[config.mk]
export PLATFORM = sky130hd
export DESIGN_NAME = qrd_input_sequencer
export DESIGN_NICKNAME = d
export VERILOG_FILES = /design/src/rtl/qrd_input_sequencer.sv
export SDC_FILE = /design/constraint.sdc
export NUM_CORES = 1
export LEC_CHECK = 0
export BUFFER_PORTS_ARGS = -buffer_cell sky130_fd_sc_hd__buf_2
export CORE_MARGIN = 3
export CORE_UTILIZATION = 30
export DETAILED_ROUTE_END_ITERATION = 8
export GPL_TIMING_DRIVEN = 0
export PLACE_DENSITY = 0.5
export SLEW_MARGIN = 20
export SYNTH_ARGS = -nofsm -noshare
export SYNTH_HDL_FRONTEND = slang
export SYNTH_SLANG_ARGS = --single-unit
[constraint.sdc]
create_clock -name clk -period 4.79 [get_ports clk]
set_clock_uncertainty 0.2 [all_clocks]
set_input_delay 0.479 -clock clk [delete_from_list [all_inputs] [get_ports clk]]
set_output_delay 0.479 -clock clk [all_outputs]
set_load 0.01 [all_outputs]
[src/rtl/qrd_input_sequencer.sv]
// qrd_input_sequencer: feeds (x, d) snapshots to the 3x3 QRD-RLS systolic array.
// A small FIFO buffers the incoming sample stream. A three-tap delay line then
// forms x[k], x[k-1], x[k-2]. A FIRE/GAP sequencer spaces the start pulses
// ISSUE_GAP cycles apart, so the array finishes one rotation sweep before the
// next snapshot arrives.
// Optional build macro QRD_SEQ_PREWINDOW_EN: after reset or clear, the first two
// LOADs only fill the tap line and do not raise start.
module qrd_input_sequencer #(
    parameter int DATA_LENGTH = 8,
    parameter int FIFO_DEPTH  = 4,
    parameter int ISSUE_GAP   = 16
) (
    input  logic                            clk,
    input  logic                            rst,
    input  logic                            clear,
    input  logic                            enable,
    input  logic                            s_valid,
    output logic                            s_ready,
    input  logic [DATA_LENGTH-1:0]          s_x,
    input  logic [DATA_LENGTH-1:0]          s_d,
    output logic [DATA_LENGTH-1:0]          x0_out,
    output logic [DATA_LENGTH-1:0]          x1_out,
    output logic [DATA_LENGTH-1:0]          x2_out,
    output logic [DATA_LENGTH-1:0]          d_out,
    output logic                            start,
    output logic                            busy,
    output logic [$clog2(FIFO_DEPTH):0]     fifo_level
);

    localparam int PW = $clog2(FIFO_DEPTH);
    localparam int LW = PW + 1;
    // One issue period is IDLE + LOAD + FIRE + GAP_CYCLES cycles.
    localparam int GAP_CYCLES = ISSUE_GAP - 3;
    localparam int CW = (GAP_CYCLES > 1) ? $clog2(GAP_CYCLES) : 1;
    localparam logic [CW-1:0] GAP_LOAD = CW'((GAP_CYCLES > 0) ? GAP_CYCLES - 1 : 0);

    typedef enum logic [1:0] {IDLE, LOAD, FIRE, GAP} state_t;

    state_t                 state;
    logic [DATA_LENGTH-1:0] mem_x [FIFO_DEPTH];
    logic [DATA_LENGTH-1:0] mem_d [FIFO_DEPTH];
    logic [PW-1:0]          wr_ptr;
    logic [PW-1:0]          rd_ptr;
    logic [LW-1:0]          level;
    logic [DATA_LENGTH-1:0] pop_x;
    logic [DATA_LENGTH-1:0] pop_d;
    logic [CW-1:0]          gap_cnt;
    logic                   full;
    logic                   empty;
    logic                   push;
    logic                   pop;
`ifdef QRD_SEQ_PREWINDOW_EN
    logic [1:0]             warm_cnt;
`endif

    assign full       = (level == LW'(FIFO_DEPTH));
    assign empty      = (level == '0);
    assign s_ready    = !full;
    assign fifo_level = level;
    assign busy       = (state != IDLE);
    // s_ready depends only on the registered level, so a full FIFO refuses a
    // push even when the FSM pops in the same cycle.
    assign push       = s_valid && !full && !clear;
    assign pop        = (state == IDLE) && enable && !empty && !clear;

    // FIFO storage write.
    // NOTE: storage has no reset. Reads are gated by the level, so stale contents are never observed.
    always_ff @(posedge clk) begin
        if (push) begin
            mem_x[wr_ptr] <= s_x;
            mem_d[wr_ptr] <= s_d;
        end
    end

    // FIFO pointers and occupancy. The pointers wrap naturally because the depth is a power of two.
    always_ff @(posedge clk or posedge rst) begin
        if (rst) begin
            wr_ptr <= '0;
            rd_ptr <= '0;
            level  <= '0;
        end else if (clear) begin
            wr_ptr <= '0;
            rd_ptr <= '0;
            level  <= '0;
        end else begin
            if (push) wr_ptr <= wr_ptr + PW'(1);
            if (pop)  rd_ptr <= rd_ptr + PW'(1);
            case ({push, pop})
                2'b10:   level <= level + LW'(1);
                2'b01:   level <= level - LW'(1);
                default: level <= level;
            endcase
        end
    end

    // Issue sequencer: pop, shift the tap line, pulse start, then wait out the gap.
    always_ff @(posedge clk or posedge rst) begin
        if (rst) begin
            state    <= IDLE;
            x0_out   <= '0;
            x1_out   <= '0;
            x2_out   <= '0;
            d_out    <= '0;
            start    <= 1'b0;
            pop_x    <= '0;
            pop_d    <= '0;
            gap_cnt  <= '0;
`ifdef QRD_SEQ_PREWINDOW_EN
            warm_cnt <= '0;
`endif
        end else if (clear) begin
            state    <= IDLE;
            x0_out   <= '0;
            x1_out   <= '0;
            x2_out   <= '0;
            d_out    <= '0;
            start    <= 1'b0;
            gap_cnt  <= '0;
`ifdef QRD_SEQ_PREWINDOW_EN
            warm_cnt <= '0;
`endif
        end else begin
            case (state)
                IDLE: begin
                    start <= 1'b0;
                    if (pop) begin
                        pop_x <= mem_x[rd_ptr];
                        pop_d <= mem_d[rd_ptr];
                        state <= LOAD;
                    end
                end
                LOAD: begin
                    x2_out <= x1_out;
                    x1_out <= x0_out;
                    x0_out <= pop_x;
                    d_out  <= pop_d;
`ifdef QRD_SEQ_PREWINDOW_EN
                    if (warm_cnt != 2'd2) begin
                        // Warm-up load: fill the taps without issuing.
                        warm_cnt <= warm_cnt + 2'd1;
                        gap_cnt  <= GAP_LOAD;
                        state    <= (GAP_CYCLES == 0) ? IDLE : GAP;
                    end else begin
                        start <= 1'b1;
                        state <= FIRE;
                    end
`else
                    start <= 1'b1;
                    state <= FIRE;
`endif
                end
                FIRE: begin
                    start   <= 1'b0;
                    gap_cnt <= GAP_LOAD;
                    state   <= (GAP_CYCLES == 0) ? IDLE : GAP;
                end
                GAP: begin
                    if (gap_cnt == '0) state <= IDLE;
                    else               gap_cnt <= gap_cnt - CW'(1);
                end
                default: state <= IDLE;
            endcase
        end
    end

endmodule
**Word-level counts from Yosys, hierarchy flattened**

Memory sizes are Yosys's and may differ from the RTL's. A register that Yosys moved wholly into a read port is not among the register bits.
Cells that the tools add are included.

- $mul: 0
- Equality and inequality tests: 9
- Shifts and indexed selects: 0
- Reductions and logical operators: 22
- Order comparisons: 0
- $add $sub $neg: 5
- Bitwise gates (word level): 1
- Div/mod/pow operators: 0
- Muxes and demuxes: 25

Operator list:

| kind | number |
|---|---|
| $mux W8 | 8 |
| $mux W2 | 7 |
| $ne A3 B3 Y1 const B | 3 |
| $reduce_bool A3 Y1 | 3 |
| $mux W4 | 2 |
| $pmux W2 S4 | 1 |
| $pmux W4 S2 | 1 |
| $reduce_bool A2 Y1 | 4 |
| $eq A2 B2 Y1 const B | 3 |
| $pmux W3 S2 | 1 |
| $logic_and A1 B1 Y1 | 5 |
| $add A2 B1 Y2 const B | 2 |
| $eq A2 B1 Y1 const B | 2 |
| $logic_not A4 Y1 | 1 |
| $reduce_and A2 Y1 | 2 |
| $sub A4 B1 Y4 const B | 1 |
| $add A3 B1 Y3 const B | 1 |
| $eq A3 B3 Y1 const B | 1 |
| $logic_not A1 Y1 | 3 |
| $logic_not A3 Y1 | 1 |
| $mux W1 | 3 |
| $mux W3 | 1 |
| $reduce_and A3 Y1 | 1 |
| $sub A3 B1 Y3 const B | 1 |
| 4 further kinds | 4 |

- Memory bits (writable): 64
- Bits in read-only memories: 0
- Bits in latches: 0
- Memories: 2
- Output and inout port bits: 38
- Flip-flop bits (word level): 46

Memory list:

| name | depth | width | read ports | clocked after Yosys merged registers in | write ports | RTL line | text |
|---|---|---|---|---|---|---|---|
| mem_d | 4 | 8 | 1 | 1 | 1 | 41 | `logic [DATA_LENGTH-1:0] mem_d [FIFO_DEPTH];` |
| mem_x | 4 | 8 | 1 | 1 | 1 | 40 | `logic [DATA_LENGTH-1:0] mem_x [FIFO_DEPTH];` |

**Longest topological paths before layout**

- Depth after elaboration: 7
- Mapped depth: 11

**Worst setup path after synthesis**

OpenSTA, ideal clock, no wires.

- Path type: register to register
- Start point: register state[1]
- End point: register level[2], in the netlist fifo_level[2]
- Data arrival time: 2.489 ns
- Required time: 4.465 ns
- Buffers on the path: 2
- Slack: 1.976 ns
- Period minus slack after synthesis: 2.814 ns
- Cell stages (with the launch flop): 12
- Library setup time: 0.125 ns
- Cells stage by stage: dfrtp_1 clkbuf_1 inv_1 ha_1 nand2_1 nor3_2 buf_4 and2_1 fa_1 a211oi_2 a41oi_1 mux2_4

- Cells in the longest elaborated chain, start to end: 7

Ends and longest elaborated chain:

| item | RTL line | text |
|---|---|---|
| start: declaration | 39 | `state_t state;` |
| start signal: assignment | 155 | `state <= (GAP_CYCLES == 0) ? IDLE : GAP;` |
| $logic_not A2 Y1 (*) | 64 | `assign pop = (state == IDLE) && enable && !empty && !clear;` |
| $logic_and A1 B1 Y1 (*) (3 in a row) | 64 |  |
| $eq A2 B1 Y1 / $eq A2 B2 Y1 (equally long branches) | 88 | `case ({push, pop})` |
| $pmux W3 S2 | 88 |  |
| $mux W3 | 81 | `end else if (clear) begin` |
| end signal: assignment | 89 | `2'b10: level <= level + LW'(1);` |
| end signal: assignment | 90 | `2'b01: level <= level - LW'(1);` |
| end signal: assignment | 91 | `default: level <= level;` |
| end: declaration | 44 | `logic [LW-1:0] level;` |

Every way passes the cells marked *; elsewhere a longest branch is shown, timed or not.
A chain may end at the register's enable or synchronous reset.

**Final worst setup path**

Same ends and word-level chain as after synthesis.

==> flow_summary.toml <==
[yosys]
yosys-top-cells-count = "edfxtp_1, dfrtp_1, nor2_1, mux2i_1"
synth-async-reset-ratio = 0.492
synthDistinctLibCells = 38
ys_ff_latch = 126
synth_mux_area_frac = 0.178
ys_seq_area_frac = 0.680
syn_nets = 350
synth_top_family_by_area = "multiplexers"
yosysWarnings = 0
synth-simple-area-share = 0.0639
synth_flop_cell = "edfxtp_1"
synth_xor_area_frac = 0.00686
synthCells = 319
synth_compound_area_frac = 0.0223
synth_area_um2 = 5110
ys_top_cells_by_area = "edfxtp_1, dfrtp_1, mux4_2"
synth.avg_cell_area_um2 = 16.0
synth_most_common_cell = "edfxtp_1"
synth_top_cell_area_share = 0.376
synth_top_area_cell = "edfxtp_1"
synth_edf_count = 64
synth_adder_area_share = 0.0260

[outcome]
status = "finished, final reports clean"

[drt]
dr.pass1.iters = 4
viasPerCell = 4.45
first_iter_violations = 156
vias = 2805
drcViolationCount = 0
ant_nets = 0
wire_per_inst_um = 16.3
drt_wl_total_um = 10300

[worst_setup_path]
path_class = "register to register"
critPathMaxFanout = 10
rr_endpoint = "fifo_level[2]"
reg2reg_depth = 11
rrSetupSlack_ns = 1.42
crit_path_end_kind = "register"
worst_setup_path_start_kind = "register"
crit_slowest_cell = "nor3_2"
required_ns = 4.89
cp.arrival_ns = 3.47
rr_startpoint = "state[1]"
crit_chain = "clkbuf_1, inv_1, ha_1, nand2_1, nor3_2, buf_4, and2_1, fa_1, a211oi_2, a41oi_1, mux2_4"
max_stage_delay_ns = 0.57

[global_route]
globalRoute.totalOverflow = 0
antenna_found_initial = 0
grt_pass1_wl_um = 16900
first_global_vias = 3017
grt_max_degree = 33
grt_use_total = 0.122

[cts]
root_buffer = "clkbuf_16"
clock_latency_ns = 0.41
post_cts_buffers = 0
cts_tree = "built"
cts_buffers = 17
clk_pin_slew_ns = 0.05
cts_buffer_depth = 2
htree_levels = 4
hold_buffers = 1
cts_resized = 0
clock_sinks = 126

[timing]
max_freq_ghz = 0.297
period_share = 0.703
fin_tns_setup_ns = 0
whs_ns = 0.0784
max-slew-margin-rel = 0.413
setup_viol = 0
grt_setup_unrepaired = "no"
hold_violations = 0
slew_violations = 0
worst_pin_slew_ns = 0.881
period_minus_slack_ns = 3.37

[worst_hold_path]
holdPathEnd = "mem_x[0][2]"
hold_path_class = "input port to register"
min-delay-start = "s_x[2]"
hold_path_depth = 1

[floorplan]
die_area_um2 = 18600
rows = 47
coreArea_um2 = 16600
die_width_um = 136
ios = 59
start_util = 0.307
fp.dieH_um = 136

[power]
leakagePower_nw = 2.53
peakVddDrop_uv = 265
p_per_area_nw_per_um2 = 539

[flow_run]
drv_cap = 0

[finish]
n_antenna_cell = 0
utilization = 0.374
stdcell_count = 631
n_fill_cell = 1587
area_growth_pct = 21.9
drive_gt1_frac = 0.319
final_nets = 429

[placement]
hpwl_um = 6840
dp_cells = 598
port_buffers = 58
place.gp.congestion = 0.698
-- worst max-delay path: cells and delay by family, from the launching register on --
family	cells	cell delay [ns]
adders and majority gates	2	0.55
muxes	1	0.32
AOI/OAI and AO/OA	2	0.27
buffers and inverters	3	0.65
DFF	1	0.39
and+or+nand+nor	3	0.86
-- sequential cells by signal (all words and copies together) (netlist names), 2 cells and up --
register and count:
pop_d 8, mem_x 32, x1_out 8, mem_d 32, wr_ptr 2, x2_out 8, state 2, pop_x 8
rd_ptr 2, d_out 8, gap_cnt 4, fifo_level 3, x0_out 8
-- how the worst max path moves through the flow --
stage	cells after the start	from	end	slack, ns
6_report	11	state[1]	fifo_level[2]	1.42
3_3_place_gp	11	state[1]	fifo_level[2]	1.42
5_1_grt	11	state[1]	fifo_level[2]	1.12
2_1_floorplan	11	state[1]	fifo_level[2]	1.98
4_1_cts	11	state[1]	fifo_level[2]	1.36
3_5_place_dp	11	state[1]	fifo_level[2]	1.37
-- routing by layer --
metal  GRT usage  vias up  wire [um]
met5           0        -          0
met4      0.0538        0        180
met3      0.0363       17        352
met2       0.190       45       5010
met1       0.159     1424       4720
li1            -     1319          -
-- final cells by class --
class,instances,area [um^2],area share
Clock buffer,23,448,0.0719
Tap cell,220,275,0.0442
Sequential cell,126,3470,0.558
Inverter,11,43.8,0.00703
Buffer,16,77.6,0.0125
Timing Repair Buffer,60,320,0.0514
Multi-Input combinational cell,166,1520,0.243
Clock inverter,9,72.6,0.0117
-- placed cells by master (no fill, tap or decap), types with 7 or more instances in the layout --
master	count
clkbuf_16	17
mux2_2	16
edfxtp_1	64
clkinv_2	7
buf_2	63
clkbuf_1	10
inv_1	10
nor2_1	45
ha_1	9
dfrtp_1	62
mux4_2	16
mux2i_1	34
-- power by group --
part	internal, W	switching, W
Combinational	0.000388	0.000398
Clock	0.000705	0.000438
Sequential	0.00131	0.000113
Total	0.00241	0.000948
-- metrics by stage --
stage | instance area (um^2) | worst slack [ns] | total power (W)
finish | 6230 | 1.42 | 0.00336
floorplan | 5110 | 1.98 | 0.00201
global placement | 5670 | 1.42 | 0.00223
detailed placement | 5700 | 1.37 | 0.00225
CTS | 6230 | 1.36 | 0.00341
global route | 6230 | 1.12 | 0.00355
-- cell families (layout without fill, tap and decap cells) --
kind of cell,after synthesis,after routing
flops,126,126
simple gates,71,71
mux,68,68
buf+inv,27,119
compound gates,13,13
fa+ha+maj,10,10
xor+xnor,4,4
No activity file was read; power rests on OpenSTA's default activity.
